## src/rtl/enc_speed_meter_if.sv

```systemverilog
// Encoder speed meter port bundle: enable and raw tick pins in, scaled speed and status out.
// The master side drives the pins; the meter itself sits on the slave side.
interface enc_speed_meter_if #(
    parameter int RPM_W = 10
);
    logic             en;
    logic             tick_a;
    logic             tick_b;
    logic [RPM_W-1:0] rpm;
    logic             dir;
    logic             rpm_valid;
    logic             cnt_ovf;
    logic             rpm_sat;
    logic             quad_err;
    logic             stall;

    modport master (
        output en, tick_a, tick_b,
        input  rpm, dir, rpm_valid, cnt_ovf, rpm_sat, quad_err, stall
    );

    modport slave (
        input  en, tick_a, tick_b,
        output rpm, dir, rpm_valid, cnt_ovf, rpm_sat, quad_err, stall
    );
endinterface

```

## src/rtl/enc_speed_meter.sv

```systemverilog
// Gated-window encoder speed meter: counts rising edges or x4 quadrature steps per window, scales to RPM by multiply/shift.
// Pin-to-count 3 clk; rpm_valid one clk after the window-closing edge; no backpressure, exactly one strobe per window.
module enc_speed_meter #(
    parameter int MODE          = 0,
    parameter int GATE_CYCLES   = 160000,
    parameter int CNT_W         = 16,
    parameter int RPM_NUM       = 60,
    parameter int RPM_SHIFT     = 8,
    parameter int RPM_W         = 10,
    parameter int STALL_WINDOWS = 4
) (
    input  logic             clk,
    input  logic             rst_n,
    enc_speed_meter_if.slave bus
);
    localparam int GATE_W  = $clog2(GATE_CYCLES);
    localparam int STALL_W = $clog2(STALL_WINDOWS + 1);
    localparam int PROD_W  = CNT_W + 16;

    localparam logic [GATE_W-1:0]  GATE_LAST = GATE_W'(GATE_CYCLES - 1);
    localparam logic [GATE_W-1:0]  GATE_ONE  = GATE_W'(1);
    localparam logic [STALL_W-1:0] STALL_MAX = STALL_W'(STALL_WINDOWS);
    localparam logic [STALL_W-1:0] STALL_ONE = STALL_W'(1);
    localparam logic [CNT_W-1:0]   CNT_ONE   = CNT_W'(1);
    localparam logic [CNT_W-1:0]   U_MAX     = {CNT_W{1'b1}};
    localparam logic [CNT_W-1:0]   S_MAX     = {1'b0, {(CNT_W-1){1'b1}}};
    localparam logic [CNT_W-1:0]   S_MIN     = ~S_MAX + CNT_ONE;
    localparam logic [15:0]        NUM       = 16'(RPM_NUM);

    // Synchroniser chain, bit 1 = channel A, bit 0 = channel B
    logic [1:0] meta_q, meta_d;
    logic [1:0] sync_q, sync_d;
    logic [1:0] hist_q, hist_d;

    logic rise_a;
    logic step_up;
    logic step_dn;
    logic step_err;

    logic [GATE_W-1:0] gate_q, gate_d;
    logic [CNT_W-1:0]  cnt_q, cnt_d, cnt_win;
    logic              ovf_q, ovf_d, ovf_win;
    logic              err_q, err_d, err_win;
    logic              win_last;

    logic [CNT_W-1:0]  snap_q, snap_d;
    logic              snap_vld_q, snap_vld_d;
    logic              snap_ovf_q, snap_ovf_d;
    logic              snap_err_q, snap_err_d;

    logic              fire;
    logic [CNT_W-1:0]  mag;
    logic [PROD_W-1:0] prod;
    logic [PROD_W-1:0] res;

    logic [RPM_W-1:0]   rpm_q, rpm_d;
    logic               dir_q, dir_d;
    logic               valid_q, valid_d;
    logic               cnt_ovf_q, cnt_ovf_d;
    logic               rpm_sat_q, rpm_sat_d;
    logic               quad_err_q, quad_err_d;
    logic               stall_q, stall_d;
    logic [STALL_W-1:0] stall_cnt_q, stall_cnt_d;

    // History tracks regardless of en, so a level held across enable is never seen as an edge
    always_comb begin
        meta_d = {bus.tick_a, bus.tick_b};
        sync_d = meta_q;
        hist_d = sync_q;
    end

    always_comb begin
        rise_a   = sync_q[1] & ~hist_q[1];
        step_up  = 1'b0;
        step_dn  = 1'b0;
        step_err = 1'b0;
        case ({hist_q, sync_q})
            4'b0001, 4'b0111, 4'b1110, 4'b1000: step_up  = 1'b1;
            4'b0100, 4'b1101, 4'b1011, 4'b0010: step_dn  = 1'b1;
            4'b0011, 4'b1100, 4'b0110, 4'b1001: step_err = 1'b1;
            default: ;
        endcase
    end

    // Count and flags as they stand including this cycle's edge
    always_comb begin
        cnt_win = cnt_q;
        ovf_win = ovf_q;
        err_win = err_q;
        if (MODE == 0) begin
            if (rise_a) begin
                if (cnt_q == U_MAX) ovf_win = 1'b1;
                else                cnt_win = cnt_q + CNT_ONE;
            end
        end else begin
            if (step_err) err_win = 1'b1;
            if (step_up) begin
                if (cnt_q == S_MAX) ovf_win = 1'b1;
                else                cnt_win = cnt_q + CNT_ONE;
            end else if (step_dn) begin
                if (cnt_q == S_MIN) ovf_win = 1'b1;
                else                cnt_win = cnt_q - CNT_ONE;
            end
        end
    end

    always_comb begin
        win_last   = (gate_q == GATE_LAST);
        gate_d     = '0;
        cnt_d      = '0;
        ovf_d      = 1'b0;
        err_d      = 1'b0;
        snap_d     = snap_q;
        snap_ovf_d = snap_ovf_q;
        snap_err_d = snap_err_q;
        snap_vld_d = 1'b0;
        if (!bus.en) begin
            snap_d     = '0;
            snap_ovf_d = 1'b0;
            snap_err_d = 1'b0;
        end else if (win_last) begin
            snap_d     = cnt_win;
            snap_ovf_d = ovf_win;
            snap_err_d = err_win;
            snap_vld_d = 1'b1;
        end else begin
            gate_d = gate_q + GATE_ONE;
            cnt_d  = cnt_win;
            ovf_d  = ovf_win;
            err_d  = err_win;
        end
    end

    // Magnitude is safe to negate: the signed count never reaches the most negative code
    always_comb begin
        fire = snap_vld_q & bus.en;
        mag  = (MODE != 0 && snap_q[CNT_W-1]) ? (~snap_q + CNT_ONE) : snap_q;
        prod = PROD_W'(mag) * PROD_W'(NUM);
        res  = prod >> RPM_SHIFT;
    end

    always_comb begin
        rpm_d       = rpm_q;
        dir_d       = dir_q;
        valid_d     = 1'b0;
        cnt_ovf_d   = cnt_ovf_q;
        rpm_sat_d   = rpm_sat_q;
        quad_err_d  = quad_err_q;
        stall_d     = stall_q;
        stall_cnt_d = stall_cnt_q;
        if (fire) begin
            valid_d = 1'b1;
            if (|res[PROD_W-1:RPM_W]) begin
                rpm_d     = '1;
                rpm_sat_d = 1'b1;
            end else begin
                rpm_d     = res[RPM_W-1:0];
                rpm_sat_d = 1'b0;
            end
            dir_d      = (MODE != 0) && snap_q[CNT_W-1];
            cnt_ovf_d  = snap_ovf_q;
            quad_err_d = snap_err_q;
            if (snap_q == '0)
                stall_cnt_d = (stall_cnt_q == STALL_MAX) ? STALL_MAX : stall_cnt_q + STALL_ONE;
            else
                stall_cnt_d = '0;
            stall_d = (stall_cnt_d == STALL_MAX);
        end
    end

    always_ff @(posedge clk or negedge rst_n) begin
        if (!rst_n) begin
            meta_q      <= '0;
            sync_q      <= '0;
            hist_q      <= '0;
            gate_q      <= '0;
            cnt_q       <= '0;
            ovf_q       <= 1'b0;
            err_q       <= 1'b0;
            snap_q      <= '0;
            snap_vld_q  <= 1'b0;
            snap_ovf_q  <= 1'b0;
            snap_err_q  <= 1'b0;
            rpm_q       <= '0;
            dir_q       <= 1'b0;
            valid_q     <= 1'b0;
            cnt_ovf_q   <= 1'b0;
            rpm_sat_q   <= 1'b0;
            quad_err_q  <= 1'b0;
            stall_q     <= 1'b0;
            stall_cnt_q <= '0;
        end else begin
            meta_q      <= meta_d;
            sync_q      <= sync_d;
            hist_q      <= hist_d;
            gate_q      <= gate_d;
            cnt_q       <= cnt_d;
            ovf_q       <= ovf_d;
            err_q       <= err_d;
            snap_q      <= snap_d;
            snap_vld_q  <= snap_vld_d;
            snap_ovf_q  <= snap_ovf_d;
            snap_err_q  <= snap_err_d;
            rpm_q       <= rpm_d;
            dir_q       <= dir_d;
            valid_q     <= valid_d;
            cnt_ovf_q   <= cnt_ovf_d;
            rpm_sat_q   <= rpm_sat_d;
            quad_err_q  <= quad_err_d;
            stall_q     <= stall_d;
            stall_cnt_q <= stall_cnt_d;
        end
    end

    assign bus.rpm       = rpm_q;
    assign bus.dir       = dir_q;
    assign bus.rpm_valid = valid_q;
    assign bus.cnt_ovf   = cnt_ovf_q;
    assign bus.rpm_sat   = rpm_sat_q;
    assign bus.quad_err  = quad_err_q;
    assign bus.stall     = stall_q;
endmodule

```

## src/flat_wrapper.sv

```systemverilog
// flat-port wrapper written by rule: the top's interface ports become plain ports
module enc_speed_meter_flat 
#(
    parameter int MODE          = 0,
    parameter int GATE_CYCLES   = 160000,
    parameter int CNT_W         = 16,
    parameter int RPM_NUM       = 60,
    parameter int RPM_SHIFT     = 8,
    parameter int RPM_W         = 10,
    parameter int STALL_WINDOWS = 4
)
  (clk, rst_n, bus_en, bus_tick_a, bus_tick_b, bus_rpm, bus_dir, bus_rpm_valid, bus_cnt_ovf, bus_rpm_sat, bus_quad_err, bus_stall);
  enc_speed_meter_if #(.RPM_W(RPM_W)) bus_i ();
  input  logic clk;
  input  logic rst_n;
  input wire logic [$bits(bus_i.en)-1:0] bus_en;
  input wire logic [$bits(bus_i.tick_a)-1:0] bus_tick_a;
  input wire logic [$bits(bus_i.tick_b)-1:0] bus_tick_b;
  output wire logic [$bits(bus_i.rpm)-1:0] bus_rpm;
  output wire logic [$bits(bus_i.dir)-1:0] bus_dir;
  output wire logic [$bits(bus_i.rpm_valid)-1:0] bus_rpm_valid;
  output wire logic [$bits(bus_i.cnt_ovf)-1:0] bus_cnt_ovf;
  output wire logic [$bits(bus_i.rpm_sat)-1:0] bus_rpm_sat;
  output wire logic [$bits(bus_i.quad_err)-1:0] bus_quad_err;
  output wire logic [$bits(bus_i.stall)-1:0] bus_stall;
  assign bus_i.en = bus_en;
  assign bus_i.tick_a = bus_tick_a;
  assign bus_i.tick_b = bus_tick_b;
  assign bus_rpm = bus_i.rpm;
  assign bus_dir = bus_i.dir;
  assign bus_rpm_valid = bus_i.rpm_valid;
  assign bus_cnt_ovf = bus_i.cnt_ovf;
  assign bus_rpm_sat = bus_i.rpm_sat;
  assign bus_quad_err = bus_i.quad_err;
  assign bus_stall = bus_i.stall;
  enc_speed_meter #(.MODE(MODE), .GATE_CYCLES(GATE_CYCLES), .CNT_W(CNT_W), .RPM_NUM(RPM_NUM), .RPM_SHIFT(RPM_SHIFT), .RPM_W(RPM_W), .STALL_WINDOWS(STALL_WINDOWS)) u_core (.clk(clk), .rst_n(rst_n), .bus(bus_i));
endmodule
```

## config.mk

```make
export PLATFORM = sky130hd
export DESIGN_NAME = enc_speed_meter_flat
export DESIGN_NICKNAME = d
export VERILOG_FILES = /design/src/rtl/enc_speed_meter_if.sv /design/src/rtl/enc_speed_meter.sv /design/src/flat_wrapper.sv
export SDC_FILE = /design/constraint.sdc
export NUM_CORES = 1
export LEC_CHECK = 0
export BUFFER_PORTS_ARGS = -buffer_cell sky130_fd_sc_hd__buf_4
export CORE_ASPECT_RATIO = 0.5
export CORE_MARGIN = 5
export CORE_UTILIZATION = 56
export DETAILED_ROUTE_END_ITERATION = 8
export PLACE_DENSITY = 0.77
export SYNTH_ARGS = -nofsm -noshare
export SYNTH_HDL_FRONTEND = slang
export SYNTH_SLANG_ARGS = --single-unit
```

## constraint.sdc

```tcl
create_clock -name clk -period 3.8 [get_ports clk]
set_clock_uncertainty 0.1 [all_clocks]
set_input_delay 0.76 -clock clk [delete_from_list [all_inputs] [get_ports clk]]
set_output_delay 0.76 -clock clk [all_outputs]
set_load 0.02 [all_outputs]
```

# After elaboration in Yosys (flattened, before gate mapping)

Index checks and enable logic that the tools add are counted.

$add $sub $neg: 3
Multiplexer cells: 26
Bitwise logic cells: 3
Equal/unequal tests: 5
$mul: 1
Reduce and logical (&&, ||, !) cells: 2

Operator list:

| operator              | count |
|---|---|
| $mux 16               | 6 |
| $mux 18               | 2 |
| $mul 16x4->20 const B | 1 |
| $add 18x1->18 const B | 1 |
| $eq 18x18->1 const B  | 1 |
| $add 16x1->16 const B | 1 |
| $eq 16x16->1 const B  | 1 |
| $logic_not 16->1      | 1 |
| $mux 1                | 14 |
| $mux 10               | 1 |
| $mux 3                | 3 |
| $eq 3x3->1 const B    | 2 |
| $reduce_or 4->1       | 1 |
| $add 3x1->3 const B   | 1 |
| $and 1x1->1           | 2 |
| $ne 2x1->1 const B    | 1 |
| $not 1->1             | 1 |

Logic and storage cells: 58
Flip-flop bits (word level): 79
Bits of input ports: 5
Output and inout bits: 16

# Depth between registers and ports, before layout

Gate-level depths: netlist of the first run.

Depth after elaboration: 5
Mapped depth: 14
Gate-level depth less buffers: 12

# Worst setup path after synthesis of the first run

Ideal clock, no wire load.

Path type: reg2reg
Start: reg u_core.snap_q[12], in the netlist u_core.mag[12]
End: reg u_core.rpm_q[6], in the netlist u_core.bus.rpm[6]
Path slack: 0.164 ns
Buffers on the path: 2
Setup time: 0.121 ns
Arrival time: 3.415 ns
Cell stages (with the launch flop): 15
Required time: 3.579 ns
Period minus slack after synthesis: 3.636 ns
Path through: dfrtp_1 > inv_1 > fa_1 > fa_1 > inv_1 > ha_1 > buf_2 > and4_1 > nand3_1 > or4_4 > nand3_2 > nor3b_2 > nand4_2 > buf_6 > o22a_1

Cells in the longest elaborated chain, start to end: 3

Ends and longest elaborated chain:

| what                   | RTL line               | text |
|---|---|---|
| start, declared        | enc_speed_meter.sv:46  | `logic [CNT_W-1:0] snap_q, snap_d;` |
| start signal, assigned | enc_speed_meter.sv:200 | `snap_q <= snap_d;` |
| $mul 16x4->20 *        | enc_speed_meter.sv:138 | `prod = PROD_W'(mag) * PROD_W'(NUM);` |
| $reduce_or 4->1        | enc_speed_meter.sv:153 | `if (\|res[PROD_W-1:RPM_W]) begin` |
| $mux 10 *              | enc_speed_meter.sv:153 |  |
| end signal, assigned   | enc_speed_meter.sv:204 | `rpm_q <= rpm_d;` |
| end, declared          | enc_speed_meter.sv:56  | `logic [RPM_W-1:0] rpm_q, rpm_d;` |

Mark *: on every way between the ends. The rest lies on a longest branch, timed or not.
A chain may end at the register's enable or synchronous reset.

# Final worst setup path of the first run

Start: reg u_core.snap_q[1], in the netlist u_core.mag[1]
End: reg u_core.rpm_q[7], in the netlist u_core.bus.rpm[7]

The elaborated chain is that of the path after synthesis.

==> results.tsv, run 1 <==
metric	value	unit
cell area after synthesis	4910	µm²
Die H	76.2	µm
relative slew slack	0.404	
crit path launch type	register	
TritonCTS clock tree	done	
Seq/Total Area, Yosys	0.372	
Final Hold Vio Count	0	
clock network fraction of total power	0.544	
Max VDD drop	0.000240	V
Period Utilization, post-route	0.993	
area of the multi-input gates	2970	µm²
Antenna Cells	0	
Max clock buf depth	2	
I/O pin total	21	
HP Class	register to register	
Initial DRT Pass Iterations	5	
final antenna-violating net count	0	
crit-path cells	buf_6 -> fa_1 -> inv_1 -> fa_1 -> inv_2 -> ha_4 -> a211oi_4 -> o211a_1 -> or4_4 -> nand3_2 -> nor3b_4 -> nand4_4 -> o22a_1	
Total Wirelength	10400	µm
first-pass GRT wire length	17000	µm
initial antenna violation count	0	
largest net degree at the start of global routing	74	
Synth top area share	0.372	
clk root buf	clkbuf_16	
Setup CP Type	register to register	
RSZ-0062 raised after global routing	true	
routed length per instance	15.2	µm
drt first-iter violations	238	
leakage power figure	0.00296	µW
CP Data Arrival Time	3890	ps
core area	8620	µm²
Final HPWL DP	6850	µm
number of port buffers	17	
share of cells above drive strength 1	0.213	
CP dominant cell by count	fa_1	
starting density of the core	0.570	
Reg power frac	0.434	
Yosys reg bits	73	
worst hold slack	251	ps
final setup fails	0	
critical path fanouts, max	6	
Post-synth EDFFs	0	
average size of a mapped cell	9.75	µm²
# H-tree levels	3	
area leader, netlist	dfrtp_1	
P&R area growth vs syn	22.0	%
top cells by area, synth	dfrtp_1 37%, fa_1 11%, ha_1 8.9%	
Tot Pwr	1810	µW
Place WS	-77.7	ps
Sw Pwr	379	µW
Worst setup EP type	register	
switching share of power	0.209	
grt ovf	0	
GRT Resource Usage Total	0.191	
Clock Sinks	73	
Worst-Skew Late Latency	340	ps
storage element area	1830	µm²
Clk pin slew, worst setup/hold paths	60	ps
vias in the first global route	3715	
WP data required	3920	ps
hold path depth	0	
via count	3773	
Cells after Synth	504	
Util after Layout	0.696	
fillers	570	
YS warnings	0	
actual slew at the worst max-slew pin	894	ps
max-cap violation count	0	
fin nets	632	
fraction of registers with async set/reset	1.00	
minimum clock period	3780	ps
placement-stage cell area	5320	µm²
post-synthesis cell type count	52	
die area	10900	µm²
Logic pwr share	0.021	
final instance area	5990	µm²
row cnt	24	
placer congestion estimate	0.878	
Worst path slowest cell	fa_1	
Slew Limit Fails	0	
# DRC	0	
Critical Path Max Stage Delay	530	ps
Chip Width	142	µm
Max Clk Rate	265	MHz
setup ws final	24.9	ps
Power Density	302	nW/µm²
Via density	5.51	
clock buffer count from CTS	9	
Internal Pwr Total	1430	µW
FF-to-FF path depth	13	
outcome	complete, no violations	
Synth Flop Type	dfrtp_1	
## stage by stage
stage	cells	TNS [ps]
after floorplan	505	0
after global placement	651	-9.53
after detailed placement	651	-569
after CTS	669	0
after global routing	685	-669
final	685	0
## cell usage in the layout, fill, tap and decap left out, types with 3 or more instances in the layout
cell type / netlist / routed
dfrtp_1: 73 / 73
buf_4: 2 / 62
nor2_1: 49 / 49
inv_1: 57 / 44
nand2_1: 38 / 38
a21oi_1: 29 / 29
fa_1: 28 / 27
ha_1: 35 / 27
xor2_1: 22 / 22
o21ai_0: 20 / 20
nand3_1: 20 / 19
xnor2_1: 18 / 18
inv_2: 0 / 12
o22a_1: 9 / 9
clkbuf_16: 0 / 9
nor3_1: 8 / 8
o211a_1: 8 / 8
ha_4: 0 / 7
a21o_1: 6 / 6
nand4_1: 6 / 6
and3_1: 5 / 5
and4_1: 6 / 5
nor4_1: 4 / 3
or3_1: 3 / 3
a31oi_1: 3 / 3
bufinv_16: 0 / 3
## flip-flops by register name, indices dropped and copies added, names as in the netlist
signal and flops:
u_core.gate_q 18, u_core.cnt_q 16, u_core.mag 16, u_core.bus.rpm 10, u_core.stall_cnt_q 3, u_core.bus.cnt_ovf 1, u_core.bus.rpm_sat 1, u_core.bus.rpm_valid 1
u_core.bus.stall 1, u_core.hist_d 1, u_core.hist_q 1, u_core.meta_q 1, u_core.ovf_q 1, u_core.snap_ovf_q 1, u_core.snap_vld_q 1
## cells by family after synthesis
group / count (synthesis) / synth area share
AO/OA/AOI/OAI: 97 / 0.132
XOR/XNOR: 40 / 0.0713
adder cells (fa/ha/maj): 63 / 0.203
buffers and inverters: 74 / 0.0616
flip-flops: 73 / 0.372
multiplexers: 3 / 0.00637
other: 1 / 0.000763
AND/OR/NAND/NOR: 153 / 0.153
## worst paths after layout
check                                      start                end  slack (ps)
worst max-delay path               u_core.mag[1]  u_core.bus.rpm[7]          20
worst min-delay path            u_core.meta_q[1]   u_core.hist_d[1]         250
worst max register to register     u_core.mag[1]  u_core.bus.rpm[7]          20
worst min register to register  u_core.meta_q[1]   u_core.hist_d[1]         250
max in group asynchronous                  rst_n  u_core.gate_q[11]        2570
min in group asynchronous                  rst_n   u_core.gate_q[2]         440
## worst max-delay path, delay by kind of cell, from the launching register on
| family | cells | cell delay, ps |
|---|---|---|
| AO/OA/AOI/OAI | 3 | 500 |
| adder cells (fa/ha/maj) | 3 | 1300 |
| buffers and inverters | 3 | 250 |
| flip-flops | 1 | 400 |
| AND/OR/NAND/NOR | 4 | 1110 |
## power groups by stage
stage                     clock [µW]  combinational [µW]  sequential, µW
after floorplan                    0                21.1             801
after global placement             0                40.4             801
after detailed placement           0                40.7             801
after CTS                        998                40.7             787
after global routing            1030                46.2             788
final                            986                38.9             787
## synthesized netlist by cell type, types with 2 or more instances
master     n
o22a_1     9
a21oi_1   29
o21a_1     2
buf_2      8
xnor2_1   18
inv_1     57
nor2_1    49
nand4_1    6
clkbuf_1   6
a211oi_1   3
fa_1      28
o21ai_0   20
xor2_1    22
o31a_1     2
dfrtp_1   73
a211o_1    2
o31ai_1    2
mux2i_1    2
and3_1     5
or3_1      3
o211ai_1   2
nand2b_1   2
ha_1      35
and2_1     2
nor2b_1    2
o22ai_1    2
nor3_1     8
o211a_1    8
buf_4      2
nand2_1   38
a21o_1     6
nor4b_1    2
nand3_1   20
a31oi_1    3
nor4_1     4
and4_1     6
## repair_timing
action	CTS	global route
hold buffers	0	0
cloned	1	0
endpoints found under the setup margin	11	11
resized for setup	12	26
buffers inserted	2	16
pin swaps	9	21
## metal layers
metal	GRT usage	vias to the layer above	wire [µm]	share of wire
met4	0.0512	0	161	0.015
met1	0.249	1842	4690	0.45
met3	0.0470	17	508	0.049
li1	-	1830	-	-
met2	0.318	84	5070	0.49
met5	0	-	0	0
## layout make-up
type                       count  share of cell area
timing repair buffer          64              0.0814
sequential                    73               0.305
inverter                      57              0.0363
tap                          117              0.0244
clock buffer                   9              0.0376
multi-input combinational    359               0.496
clock inverter                 6              0.0194
Power figures use the tool's default switching activity.
==> inputs of run 2 (changes only) <==
--- a/config.mk
+++ b/config.mk
@@ -10,7 +10,7 @@
 export CORE_MARGIN = 5
 export CORE_UTILIZATION = 56
 export DETAILED_ROUTE_END_ITERATION = 8
-export PLACE_DENSITY = 0.77
+export PLACE_DENSITY = 0.83
 export SYNTH_ARGS = -nofsm -noshare
 export SYNTH_HDL_FRONTEND = slang
 export SYNTH_SLANG_ARGS = --single-unit
==> run 2 against run 1 <==
  * The flow now finishes with violations (negative setup slack)
  * Sequential power is essentially flat
  * Total power decreased by 0.57%
  * Maximum frequency decreased by 1.1%
  * Sequential share of layout area increased by 0.72 points
  * Via count up 2.3%
  * Design area shrank 2.3%
  * Die area is the same
  * Routed wire length rose by 2.5%
  * Critical path depth is the same
  * Global-route usage is 1.1 points higher
  * Largest power group unchanged
  * Register-to-register slack worse by 40 ps
==> results.tsv, run 2 (synthesis results as in run 1) <==
metric	value	unit	change
I/O pin total	21		unchanged
Final HPWL DP	7000	µm	+2.1%
Reg power frac	0.437		+0.003
Initial DRT Pass Iterations	4		-1
first-pass GRT wire length	18000	µm	+5.8%
max-cap violation count	0		unchanged
Antenna Cells	0		unchanged
WP data required	3970	ps	+50 ps
Slew Limit Fails	0		unchanged
grt ovf	0		unchanged
number of port buffers	17		unchanged
Tot Pwr	1800	µW	-0.57%
Power Density	308	nW/µm²	+1.8%
Internal Pwr Total	1430	µW	about the same
Worst-Skew Late Latency	340	ps	about the same
failing checks	negative setup slack		
Worst R2R Setup Slack	-20	ps	-40 ps
clock buffer count from CTS	9		unchanged
final setup fails	6		+6
GRT Resource Usage Total	0.202		+0.0108
leakage power figure	0.00292	µW	-1.0%
row cnt	24		unchanged
Place WS	-97.5	ps	-19.8 ps
P&R area growth vs syn	19.2	%	
switching share of power	0.205		-0.00436
# H-tree levels	3		unchanged
relative slew slack	0.400		-0.00344
Critical R2R Launch	u_core.mag[2]		
CP Data Arrival Time	3990	ps	+100 ps
outcome	complete, but fails checks		
Most flops, register	u_core.gate_q		
crit path launch type	register		
Max clock buf depth	2		unchanged
die area	10900	µm²	unchanged
drt first-iter violations	243		+2.1%
post-placement cell count	651		unchanged
placer congestion estimate	0.859		-2.1%
core area	8620	µm²	unchanged
Util after Layout	0.680		-0.0160
minimum clock period	3820	ps	+42.8 ps
Max VDD drop	0.000228	V	-5.0%
share of cells above drive strength 1	0.188		-0.0252
Clk pin slew, worst setup/hold paths	60	ps	about the same
setup ws final	-17.9	ps	-42.8 ps
Via density	5.71		+3.6%
Total Wirelength	10700	µm	+2.5%
fillers	567		-0.53%
via count	3858		+2.3%
routed length per instance	15.8	µm	+3.9%
Worst setup EP type	register		
clock network fraction of total power	0.541		-0.003
critical path fanouts, max	6		unchanged
clk root buf	clkbuf_16		
Chip Width	142	µm	unchanged
RSZ-0062 raised after global routing	true		
actual slew at the worst max-slew pin	899	ps	+5.16 ps
Final Hold Vio Count	0		unchanged
fin nets	623		-1.4%
Die H	76.2	µm	unchanged
Hold Startpoint	u_core.meta_q[1]		
Period Utilization, post-route	1.00		+0.0113
TritonCTS clock tree	done		
Logic pwr share	0.022		about the same
HP Class	register to register		
Sw Pwr	369	µW	-2.6%
Max Clk Rate	262	MHz	-1.1%
Clock Sinks	73		unchanged
max reg flops	18		unchanged
Setup CP Type	register to register		
starting density of the core	0.570		unchanged
# DRC	0		unchanged
commonest non-fill, non-tap cell in the layout	dfrtp_1		
Setup TNS	-74.1	ps	-74.1 ps
initial antenna violation count	0		unchanged
most frequent cells in the layout	73 x dfrtp_1, 54 x buf_4, 49 x nor2_1		
final antenna-violating net count	0		unchanged
CP startpoint	u_core.mag[2]		
largest net degree at the start of global routing	74		unchanged
vias in the first global route	3815		+2.7%
fin cells	676		-1.3%
[run 2: cell count changes in the layout (fill, tap and decap cells not counted), sizes merged]
cell    previous run  this run
clkinv             2         0
inv               57        59
buf               64        55
[run 2: cell type report]
type / instances / area, µm² / share of cell area
Inverter: 57 / 216 / 0.0370
Clock inverter: 6 / 115 / 0.0197
Multi-Input combinational cell: 359 / 2910 / 0.497
Timing Repair Buffer: 55 / 417 / 0.0711
Tap cell: 117 / 146 / 0.0250
Sequential cell: 73 / 1830 / 0.312
Clock buffer: 9 / 225 / 0.0385
[run 2: final timing paths]
check                                     to  cells past startpoint
max reg2reg                u_core.bus.rpm[4]                     13
min reg2reg                 u_core.hist_d[1]                      0
min                         u_core.hist_d[1]                      0
min in group asynchronous   u_core.gate_q[2]                      1
max in group asynchronous  u_core.bus.rpm[5]                      1
max                        u_core.bus.rpm[4]                     13
[run 2: routing by layer]
layer / vias to the layer above / share of wire / global-route usage
met1: 1908 / 0.43 / 0.264
met2: 118 / 0.50 / 0.336
li1: 1810 / - / -
met5: - / 0 / 0
met3: 22 / 0.055 / 0.0483
met4: 0 / 0.017 / 0.0560
[run 2: power groups by stage]
stage / Clock (µW) / Sequential, µW / Combinational, µW
finish: 975 / 787 / 39.6
global route: 1030 / 788 / 46.4
CTS: 989 / 787 / 40.9
detailed placement: 0 / 801 / 41.1
global placement: 0 / 801 / 40.2
floorplan: 0 / 801 / 21.1
[run 2: through the flow]
stage                     cell area [µm²]  hold WS [ps]
final                                5860           247
after global routing                 5860           254
after CTS                            5750           251
after detailed placement             5320           238
after global placement               5320           235
after floorplan                      4920           231
[run 2: critical path: stages (launching register included)]
cell and delay (ps):
dfrtp_1 360, inv_1 110, fa_1 560, inv_1 60, fa_1 480, ha_4 310, o211ai_2 120, o211a_1 260
buf_4 140, or3_1 430, and3_1 170, a211o_1 310, nand4_4 170, o22a_1 160
[run 2: what timing repair did]
| action | 4_1_cts | 5_1_grt |
|---|---|---|
| gates resized for setup | 17 | 13 |
| pin swaps | 6 | 13 |
| gates cloned | 1 | 0 |
| setup buffers | 1 | 8 |
| endpoints found under the setup margin | 11 | 11 |
| hold buffers | 0 | 0 |
